## config.mk

```make
export PLATFORM = sky130hd
export DESIGN_NAME = uart_port_ctrl
export DESIGN_NICKNAME = d
export VERILOG_FILES = /design/src/rtl/uart_ctrl_pkg.sv /design/src/rtl/uart_rx_fifo.sv /design/src/rtl/uart_port_ctrl.sv
export SDC_FILE = /design/constraint.sdc
export NUM_CORES = 1
export LEC_CHECK = 0
export ABC_AREA = 1
export BUFFER_PORTS_ARGS = -buffer_cell sky130_fd_sc_hd__buf_2
export CAP_MARGIN = 20
export CORE_MARGIN = 5
export CORE_UTILIZATION = 30
export CTS_CLUSTER_SIZE = 14
export DETAILED_ROUTE_END_ITERATION = 8
export GPL_ROUTABILITY_DRIVEN = 0
export HOLD_SLACK_MARGIN = 0.12
export PLACE_DENSITY = 0.56
export SETUP_SLACK_MARGIN = 0.5
export SYNTH_ARGS = -nofsm -noshare
export SYNTH_HDL_FRONTEND = slang
export SYNTH_HIERARCHICAL = 1
export SYNTH_SLANG_ARGS = --single-unit
```

## constraint.sdc

```tcl
create_clock -name clk -period 3.7 [get_ports clk]
set_input_delay 0.555 -clock clk [delete_from_list [all_inputs] [get_ports clk]]
set_output_delay 0.555 -clock clk [all_outputs]
set_load 0.02 [all_outputs]
```

## src/rtl/uart_ctrl_pkg.sv

```systemverilog
// Shared types and defaults for the core-side UART controller.
package uart_ctrl_pkg;

    localparam int DEFAULT_FIFO_DEPTH = 16;

    typedef enum logic [2:0] {
        IDLE,
        TX_ISSUE,
        TX_WAIT,
        RX_WAIT,
        DONE
    } ctrl_state_t;

endpackage

```

## src/rtl/uart_rx_fifo.sv

```systemverilog
// Byte-wide synchronous RX FIFO with an occupancy counter.
// A push into a full FIFO is accepted only when a pop happens in the same cycle.
module uart_rx_fifo
    import uart_ctrl_pkg::*;
#(
    parameter int DEPTH = DEFAULT_FIFO_DEPTH,
    parameter int CNT_W = $clog2(DEPTH) + 1
) (
    input  logic             clk,
    input  logic             rst,
    input  logic             push,
    input  logic             pop,
    input  logic [7:0]       din,
    output logic [7:0]       dout,
    output logic [CNT_W-1:0] count,
    output logic             full,
    output logic             empty
);

    localparam int PTR_W = $clog2(DEPTH);

    logic [7:0]       mem [DEPTH];
    logic [PTR_W-1:0] wr_ptr;
    logic [PTR_W-1:0] rd_ptr;
    logic             do_push;
    logic             do_pop;

    assign empty   = (count == '0);
    assign full    = (count == CNT_W'(DEPTH));
    assign do_pop  = pop & ~empty;
    assign do_push = push & (~full | do_pop);
    assign dout    = mem[rd_ptr];

    always_ff @(posedge clk) begin
        if (do_push) begin
            mem[wr_ptr] <= din;
        end
    end

    // Pointers are exactly PTR_W bits wide, so they wrap modulo DEPTH on their own.
    always_ff @(posedge clk or posedge rst) begin
        if (rst) begin
            wr_ptr <= '0;
            rd_ptr <= '0;
            count  <= '0;
        end else begin
            if (do_push) wr_ptr <= wr_ptr + 1'b1;
            if (do_pop)  rd_ptr <= rd_ptr + 1'b1;
            case ({do_push, do_pop})
                2'b10:   count <= count + 1'b1;
                2'b01:   count <= count - 1'b1;
                default: count <= count;
            endcase
        end
    end

endmodule

```

## src/rtl/uart_port_ctrl.sv

```systemverilog
// Core-side UART controller: sequences SENDB/RECVB against the serialisers.
// state    | meaning
// IDLE     | waiting for core_req
// TX_ISSUE | byte latched, waiting for an idle transmitter to strobe tx_start
// TX_WAIT  | transmitter running, wait for tx_busy to fall
// RX_WAIT  | waiting for the FIFO to hold a byte, then pop it
// DONE     | one-cycle core_done pulse
module uart_port_ctrl
    import uart_ctrl_pkg::*;
#(
    parameter int FIFO_DEPTH = DEFAULT_FIFO_DEPTH,
    parameter int CNT_W      = $clog2(FIFO_DEPTH) + 1
) (
    input  logic             clk,
    input  logic             rst,
    input  logic             core_req,
    input  logic             core_send,
    input  logic [7:0]       core_wdata,
    output logic             core_done,
    output logic [7:0]       core_rdata,
    output logic             tx_start,
    output logic [7:0]       tx_data,
    input  logic             tx_busy,
    input  logic             rx_valid,
    input  logic [7:0]       rx_data,
    input  logic             ovf_clr,
    output logic [CNT_W-1:0] rx_count,
    output logic             rx_overflow
);

    ctrl_state_t state;
    ctrl_state_t next_state;
    logic        tx_first;
    logic        pop_req;
    logic        drop;
    logic [7:0]  fifo_dout;
    logic        fifo_full;
    logic        fifo_empty;

    uart_rx_fifo #(
        .DEPTH (FIFO_DEPTH),
        .CNT_W (CNT_W)
    ) u_rx_fifo (
        .clk   (clk),
        .rst   (rst),
        .push  (rx_valid),
        .pop   (pop_req),
        .din   (rx_data),
        .dout  (fifo_dout),
        .count (rx_count),
        .full  (fifo_full),
        .empty (fifo_empty)
    );

    assign drop = rx_valid & fifo_full & ~pop_req;

    always_comb begin
        next_state = state;
        tx_start   = 1'b0;
        core_done  = 1'b0;
        pop_req    = 1'b0;
        case (state)
            IDLE: begin
                if (core_req) next_state = core_send ? TX_ISSUE : RX_WAIT;
            end
            TX_ISSUE: begin
                if (!tx_busy) begin
                    tx_start   = 1'b1;
                    next_state = TX_WAIT;
                end
            end
            TX_WAIT: begin
                // tx_busy may still be low in the first cycle after the strobe.
                if (!tx_first && !tx_busy) next_state = DONE;
            end
            RX_WAIT: begin
                if (!fifo_empty) begin
                    pop_req    = 1'b1;
                    next_state = DONE;
                end
            end
            DONE: begin
                core_done  = 1'b1;
                next_state = IDLE;
            end
            default: next_state = IDLE;
        endcase
    end

    always_ff @(posedge clk or posedge rst) begin
        if (rst) begin
            state       <= IDLE;
            tx_first    <= 1'b0;
            tx_data     <= '0;
            core_rdata  <= '0;
            rx_overflow <= 1'b0;
        end else begin
            state    <= next_state;
            tx_first <= tx_start;
            if (state == IDLE && core_req && core_send) tx_data <= core_wdata;
            if (pop_req) core_rdata <= fifo_dout;
            if (drop)         rx_overflow <= 1'b1;
            else if (ovf_clr) rx_overflow <= 1'b0;
        end
    end

endmodule

```

# Yosys cells after proc, flatten, opt, wreduce, memory -nomap -nowiden
# Memories as Yosys holds them, arrays and structs flattened. A register that Yosys moved wholly into a read port is not among the register bits.
# Index checks and enable logic that the tools add are counted.
# word_totals
in_bits	23
memories	1
wordCells	57
out_inout_bits	24
ram_bits	128
register_bits	26
# op_classes
n_eq_ne	11
n_reduce_logical	10
add_sub_neg	4
mux	16
bitwise	8
# memory_table
memory	depth	width	rd	rd_ports_with_merged_regs	write_ports	line	source
u_rx_fifo.mem	16	8	1	1	1	uart_rx_fifo.sv:22	logic [7:0] mem [DEPTH];
# op_table
cell	n
2-to-1 mux 3 bit	4
one-hot mux 3 bit (4 select lines)	1
one-hot mux 5 bit (2 select lines)	1
2-to-1 mux 1 bit	9
adder 4 x 1 -> 4 bit (second input constant)	2
inequality test 2 bit (second input constant)	4
equality test 3 x 2 -> 1 bit (second input constant)	2
adder 5 x 1 -> 5 bit (second input constant)	1
equality test 5 bit (second input constant)	1
zero test 5 bit	1
subtractor 5 x 1 -> 5 bit (second input constant)	1
bitwise AND 1 bit	4
AND reduction 4 bit	1
nonzero test 2 bit	2
equality test 3 x 1 -> 1 bit (second input constant)	1
equality test 3 bit (second input constant)	1
logical AND 1 bit	3
zero test 3 bit	1
NOT 1 bit	3
equality test 2 x 1 -> 1 bit (second input constant)	1
equality test 2 bit (second input constant)	1
zero test 1 bit	2
2-to-1 mux 2 bit	1
OR 1 bit	1

# Depth between registers and ports, before layout
# Gate-level depths: netlist of the first run.
# logic_depth
depth_word	8
ltp_mapped	18
depth_no_buf	18

# Cells and area by module
# Netlist of the first run, hierarchy kept.
# modules_own_cells
mod	n_inst	area_each_um2	cells_each	seq_area_each_um2
uart_rx_fifo	1	6083.3	510	4169.0
uart_port_ctrl	1	960.9	102	525.5

# Worst setup path before layout of the first run
# OpenSTA, ideal clock, no wires.
# synth_path
kind	flip-flop to flip-flop
start	reg u_rx_fifo.count[0]
end	reg u_rx_fifo.count[4]
required_ns	3.587
setup_slack_ns	1.365
synth_period_minus_slack_ns	2.335
path_stages_with_launch	18
t_arrival_ns	2.222
cell_sequence	dfrtp_1 nor2_4 nand3_2 inv_1 inv_1 nand3_4 clkinv_4 nand2_4 inv_4 nand2_4 inv_1 ha_1 a21oi_1 nand3_1 nand2_1 nand3_1 nand2_1 inv_1
# synth_between
elab_chain_cells	8
# synth_lines
element	line	source
start: declaration	uart_rx_fifo.sv:15	output logic [CNT_W-1:0] count,
start signal: assignment	uart_rx_fifo.sv:50	2'b10: count <= count + 1'b1;
start signal: assignment	uart_rx_fifo.sv:51	2'b01: count <= count - 1'b1;
start signal: assignment	uart_rx_fifo.sv:52	default: count <= count;
zero test 5 bit (*)	uart_rx_fifo.sv:28	assign empty = (count == '0);
via fifo_empty	uart_port_ctrl.sv:38	logic fifo_empty;
2-to-1 mux 1 bit (*)	uart_port_ctrl.sv:77	if (!fifo_empty) begin
2-to-1 mux 1 bit (*)	uart_port_ctrl.sv:62	case (state)
via pop_req	uart_port_ctrl.sv:34	logic pop_req;
bitwise AND 1 bit (*)	uart_rx_fifo.sv:30	assign do_pop = pop & ~empty;
OR 1 bit	uart_rx_fifo.sv:31	assign do_push = push & (~full | do_pop);
bitwise AND 1 bit	uart_rx_fifo.sv:31	
equality test 2 x 1 -> 1 bit or equality test 2 bit (tied branches)	uart_rx_fifo.sv:49	case ({do_push, do_pop})
one-hot mux 5 bit (2 select lines) or nonzero test 2 bit (tied branches)	-	
# Mark *: on every way through the listed nets, which the timed path passes. The rest lies on a longest branch.
# A chain may end at the register's enable or synchronous reset.

# Final worst setup path of the first run
# Same ends and word-level chain as after synthesis.

==> flow_metrics.py, run 1 <==
metrics = {
    "outcome": {
        "status": "completed",
    },
    "timing": {
        "relSlewSlack": 0.332,
        "rsz0062_at_grt": "false",
        "setup_viol": 0,
        "max_freq_mhz": 408,
        "setup_tns_ns": 0,
        "drv_slew": 0,
        "fin_crit_sh": 0.662,
        "period_minus_slack_ns": 2.45,
        "finalHoldViolations": 0,
        "tightest_slew_ns": 1.00,
        "skew_ns": 0.0111,
    },
    "grt": {
        "grt_use_met2": 0.198,
        "antenna_found_initial": 0,
        "grt_pass1_wl_um": 23800,
        "grt_pass1_vias": 4264,
        "busiest_layer": "met2",
        "grt-ovfl-total": 0,
        "grt_use_total": 0.118,
        "grt_use_met3": 0.0220,
        "grt_max_degree": 95,
        "gr-usage-met1": 0.151,
    },
    "setup_path": {
        "cp-start-kind": "flop",
        "critPathKind": "flop to flop",
        "r2r-start": "u_rx_fifo/count[0]$_DFFE_PP0P_",
        "cp.depth": 17,
        "crit_start": "u_rx_fifo/count[0]$_DFFE_PP0P_",
        "critPathMaxStageDelay_ns": 0.45,
        "crit_slowest_cell": "dfrtp_1",
        "crit_path_max_fanout": 10,
        "end_kind": "flop",
        "reg2reg_depth": 17,
        "reg2reg_to": "u_rx_fifo/count[4]$_DFFE_PP0P_",
        "cp_num_buf_inv": 6,
        "crit_family": "simple AND/OR/NAND/NOR gates",
        "crit_path_end": "u_rx_fifo/count[4]$_DFFE_PP0P_",
        "path_cells": "nor2_4, nand3_2, inv_1, inv_1, nand3_4, clkinv_4, nand2_4, inv_4, nand2_4, inv_1, ha_1, a21oi_1, nand3_1, nand2_1, nand3_1, nand2_1, inv_1",
        "cpMostUsedCell": "inv_1",
        "critPathRequiredTime_ns": 4.02,
        "worstPathArrival_ns": 2.77,
        "r2r_setup_slack_ns": 1.25,
    },
    "floorplanning": {
        "die_area_um2": 26600,
        "row_count": 56,
        "core_area_um2": 23300,
        "die_h_um": 163,
        "initial_core_util": 0.303,
        "ios": 47,
        "die_w_um": 163,
    },
    "cells_and_area": {
        "layout.nets": 687,
        "drive_gt1_frac": 0.168,
        "syn_to_final_growth_pct": 16.1,
        "final_area_um2": 8180,
        "utilization": 0.352,
        "diodes": 0,
    },
    "pwr": {
        "p_leak_nw": 3.28,
        "p_per_area_nw_per_um2": 779,
        "finalPower_mw": 6.38,
        "ir_drop_mv": 0.370,
    },
    "yosys": {
        "synth_common_cells": "edfxtp_1 (128), inv_1 (93), nand2_1 (93)",
        "synth_top_area_share": 0.546,
        "synthCells": 612,
        "yosysMostFrequentCell": "edfxtp_1",
        "synth_edf_count": 128,
        "yosysTopAreaCell": "edfxtp_1",
        "async_flop_share": 0.210,
        "synth_area_um2": 7040,
        "yosys.cell_types.count": 36,
        "yosysSeqAreaShare": 0.666,
        "synth-seq-cells": 162,
        "yosys_warnings": 6,
        "ys.flop_type": "edfxtp_1",
        "synthTopCellsByArea": "edfxtp_1 (55%), dfrtp_1 (12%), inv_1 (5.0%)",
        "syn-num-nets": 644,
        "postSynthAreaPerCell_um2": 11.5,
    },
    "job": {
        "cap_violations": 0,
    },
    "placed_design": {
        "io_buffer_count": 46,
        "place_area_um2": 7570,
        "hpwl_um": 9790,
    },
    "clocking": {
        "root_buffer": "clkbuf_16",
        "h-tree-depth": 4,
        "cts_buffer_depth": 2,
        "path_clk_slew_ns": 0.07,
        "post_cts_resized": 0,
        "postCtsSetupRepairBufs": 0,
        "cts_buffers": 17,
        "cts_sinks": 162,
        "cts_tree": "yes",
        "cts_hold_buf": 0,
        "clk_latency_ns": 0.43,
    },
    "routing": {
        "wl_per_cell_um": 15.2,
        "drtAntennaViolNets": 0,
        "drt-pass1-iter-count": 5,
        "vias": 4350,
        "avgViaCountPerCell": 4.41,
        "drt_iter0_markers": 342,
        "drc": 0,
        "routed_wl_um": 15000,
    },
    "hold_path": {
        "worstHoldPathType": "input port to asynchronous set/reset pin",
    },
}
[layout by cell type (no fill, tap or decap), types with 4 or more instances in the layout]
cell,count
nand2_1,93
o211ai_1,32
a21oi_1,36
xor2_1,7
o21ai_0,35
buf_2,46
nand3_1,58
dfrtp_1,32
nand2_4,4
clkinvlp_4,5
clkbuf_16,17
nor2_1,22
inv_1,93
buf_4,5
ha_1,8
o21ai_2,8
edfxtp_1,128
[through the flow]
step                setup WS, ns  hold WS, ns  std cells
floorplan                   1.36        0.432        612
global placement            1.30        0.462        955
detailed placement          1.25        0.467        955
CTS                         1.24        0.188        987
global route                1.03        0.232        987
finish                      1.25        0.188        987
[kinds of logic after synthesis]
group / count (synthesis) / synth area share
AOI/OAI and AO/OA: 114 / 0.0988
xor gates and xnor gates: 9 / 0.0123
adders and majority gates: 9 / 0.0171
buffers and inverters: 125 / 0.0742
DFF: 162 / 0.666
and+or+nand+nor: 193 / 0.131
[layer usage]
layer,vias to the layer above,part of all wire,routed length (um)
li1,2175,-,-
met2,54,0.51,7650
met3,17,0.023,348
met5,-,0,0
met4,0,0.017,250
met1,2104,0.45,6780
[area by class of cell]
cell class | instances | area (um^2)
clock buffer | 18 | 429
clock inverter | 14 | 180
fill | 2363 | 15100
inverter | 98 | 378
multi-input combinational | 325 | 1830
sequential | 162 | 4700
tap | 319 | 399
timing repair buffer | 51 | 268
[worst min path at each step]
stage / depth (start not counted) / to / slack [ns]
2_1_floorplan: 1 / u_rx_fifo/count[0]$_DFFE_PP0P_ / 0.43
3_3_place_gp: 2 / tx_data[6]$_DFFE_PP0P_ / 0.46
3_5_place_dp: 2 / tx_data[6]$_DFFE_PP0P_ / 0.47
4_1_cts: 2 / u_rx_fifo/count[4]$_DFFE_PP0P_ / 0.19
5_1_grt: 2 / u_rx_fifo/count[4]$_DFFE_PP0P_ / 0.23
6_report: 2 / u_rx_fifo/count[4]$_DFFE_PP0P_ / 0.19
[flip-flops by register name, indices dropped and copies added (netlist names)]
signal and count:
core_rdata 8, u_rx_fifo/mem 128, tx_first 1, state 3, tx_data 8, u_rx_fifo/rd_ptr 4
u_rx_fifo/count 5, u_rx_fifo/wr_ptr 4, rx_overflow 1
[power breakdown]
group	switching, mW	internal [mW]
clock network	0.731	1.07
logic	1.23	0.657
registers	0.410	2.28
(Power assumes the default switching activity.)
==> inputs of run 2 (changes only) <==
Clock period 3.7 ns to 2.4 ns, I/O delays scaled along.
==> flow_metrics.py, run 2 (same netlist as run 1, synthesis figures left out) <==
metrics = {
    "hold_path": {
        "worstHoldStart": "core_wdata[7]",
        "worstHoldPathType": "input port to flop",
        "hold_depth": 3,
        "holdPathEnd": "tx_data[7]$_DFFE_PP0P_",
    },
    "clocking": {
        "cts_sinks": 162,
        "cts_tree": "yes",
        "path_clk_slew_ns": 0.07,
        "cts_buffer_depth": 2,
        "h-tree-depth": 4,
        "root_buffer": "clkbuf_16",
        "clk_latency_ns": 0.42,
        "cts_buffers": 17,
    },
    "setup_path": {
        "crit_slowest_cell": "dfrtp_1",
        "critPathKind": "flop to flop",
        "reg2reg_depth": 14,
        "reg2reg_to": "u_rx_fifo/count[4]$_DFFE_PP0P_",
        "end_kind": "flop",
        "path_cells": "nor2_4, nand3_4, clkinv_4, nand2_4, inv_4, nand2_4, fa_2, nand3b_1, nand3_1, nand2_1, nand2_1, nand2_1, nand2_1, inv_1",
        "cp_num_buf_inv": 3,
        "cp-start-kind": "flop",
        "crit_family": "simple AND/OR/NAND/NOR gates",
        "crit_path_max_fanout": 5,
        "worstPathArrival_ns": 2.30,
        "critPathMaxStageDelay_ns": 0.49,
        "r2r-start": "state[2]$_DFFE_PP0P_",
        "critPathRequiredTime_ns": 2.72,
        "cpMostUsedCell": "nand2_1",
        "r2r_setup_slack_ns": 0.41,
    },
    "timing": {
        "relSlewSlack": 0.451,
        "skew_ns": 0.0100,
        "drv_slew": 0,
        "max_freq_mhz": 504,
        "period_minus_slack_ns": 1.99,
        "setup_slack_ns": 0.415,
        "finalHoldViolations": 0,
        "setup_viol": 0,
        "rsz0062_at_grt": "true",
        "fin_crit_sh": 0.827,
        "setup_tns_ns": 0,
        "finalHoldWorstSlack_ns": 0.172,
        "tightest_slew_ns": 0.823,
    },
    "cells_and_area": {
        "diodes": 0,
        "largest_reg_flops": 128,
        "final_area_um2": 8760,
        "syn_to_final_growth_pct": 24.4,
        "drive_gt1_frac": 0.257,
        "layout.nets": 723,
        "regMostFlops": "u_rx_fifo/mem",
        "final_common_cell": "edfxtp_1",
        "largestRegisters": "u_rx_fifo/mem (128), core_rdata (8), tx_data (8)",
        "layout_common_cells": "edfxtp_1 (128), inv_1 (90), nand2_1 (90)",
    },
    "pwr": {
        "ir_drop_mv": 0.630,
        "intPower_mw": 6.59,
        "p_switching_mw": 3.98,
        "clkPwrFrac": 0.269,
        "pwr-share-seq": 0.366,
        "finalPower_mw": 10.6,
        "p_per_area_nw_per_um2": 1210,
        "p_leak_nw": 3.50,
        "p_comb_frac": 0.364,
        "switching_share": 0.377,
    },
    "placed_design": {
        "io_buffer_count": 46,
        "place_area_um2": 7710,
        "hpwl_um": 10200,
        "pre_cts_ws_ns": 0.157,
    },
    "grt": {
        "grt_pass1_vias": 4336,
        "grt_max_degree": 45,
        "grt_pass1_wl_um": 24100,
        "antenna_found_initial": 0,
        "grt-ovfl-total": 0,
        "grt_use_total": 0.119,
    },
    "routing": {
        "drt-pass1-iter-count": 4,
        "drt_iter0_markers": 313,
        "vias": 4490,
        "wl_met2_um": 8000,
        "avgViaCountPerCell": 4.39,
        "routed_wl_um": 15700,
        "drtAntennaViolNets": 0,
        "drc": 0,
        "wl_per_cell_um": 15.3,
        "met1_length_um": 6970,
        "routed.top_layer": "met4",
        "wl_met3_um": 539,
    },
    "floorplanning": {
        "die_w_um": 163,
        "die_h_um": 163,
        "initial_core_util": 0.303,
        "core_area_um2": 23300,
        "die_area_um2": 26600,
        "ios": 47,
        "row_count": 56,
    },
    "job": {
        "cap_violations": 0,
    },
    "outcome": {
        "status": "completed",
    },
}
## run 2: power by group through the flow
stage / registers (mW) / logic, mW / clock network [mW]
floorplan: 4.02 / 2.27 / 0
global placement: 4.00 / 3.33 / 0
detailed placement: 4.00 / 3.35 / 0
CTS: 3.91 / 3.56 / 2.91
global route: 3.93 / 4.25 / 3.03
finish: 3.87 / 3.85 / 2.85
## run 2: worst reg2reg max path, stage by stage, from the launching register on
cell and delay, ns:
dfrtp_1 0.49, nor2_4 0.19, nand3_4 0.10, clkinv_4 0.07, nand2_4 0.05, inv_4 0.05
nand2_4 0.07, fa_2 0.34, nand3b_1 0.18, nand3_1 0.08, nand2_1 0.07, nand2_1 0.06
nand2_1 0.05, nand2_1 0.05, inv_1 0.03
## run 2: worst max-delay path by stage
stage	from	endpoint	slack, ns	depth (start not counted)
after detailed placement	u_rx_fifo/count[2]$_DFFE_PP0P_	u_rx_fifo/count[4]$_DFFE_PP0P_	0.16	18
final	state[2]$_DFFE_PP0P_	u_rx_fifo/count[4]$_DFFE_PP0P_	0.41	14
after global placement	u_rx_fifo/count[2]$_DFFE_PP0P_	u_rx_fifo/count[4]$_DFFE_PP0P_	0.18	18
after floorplan	u_rx_fifo/count[2]$_DFFE_PP0P_	u_rx_fifo/count[4]$_DFFE_PP0P_	0.28	17
after CTS	u_rx_fifo/count[3]$_DFFE_PP0P_	u_rx_fifo/mem[2][2]$_DFFE_PP_	0.38	10
after global routing	state[2]$_DFFE_PP0P_	u_rx_fifo/count[4]$_DFFE_PP0P_	0.27	14
## run 2: timing repair
item	in CTS	in global routing
buffers inserted	14	14
hold buffers	3	0
setup endpoints to repair	133	141
pin swaps	8	9
gates resized for setup	9	21
endpoints found under the hold margin	15	0
## run 2: per-layer routing
metal  vias up  GRT usage
met5         -          0
met4         0     0.0423
met3        12     0.0250
met2        57      0.201
met1      2178      0.153
li1       2243          -
## run 2: per-stage QoR
stage,std cells,util
2_1_floorplan,612,-
3_3_place_gp,960,0.331
3_5_place_dp,960,0.331
4_1_cts,1009,0.366
5_1_grt,1023,0.377
6_report,1023,0.377
## run 2: cell type report
type,instances,area (um^2)
Clock buffer,17,425
Clock inverter,15,195
Sequential cell,162,4710
Multi-Input combinational cell,325,2040
Inverter,98,385
Timing Repair Buffer,87,609
Tap cell,319,399
Fill cell,2310,14500
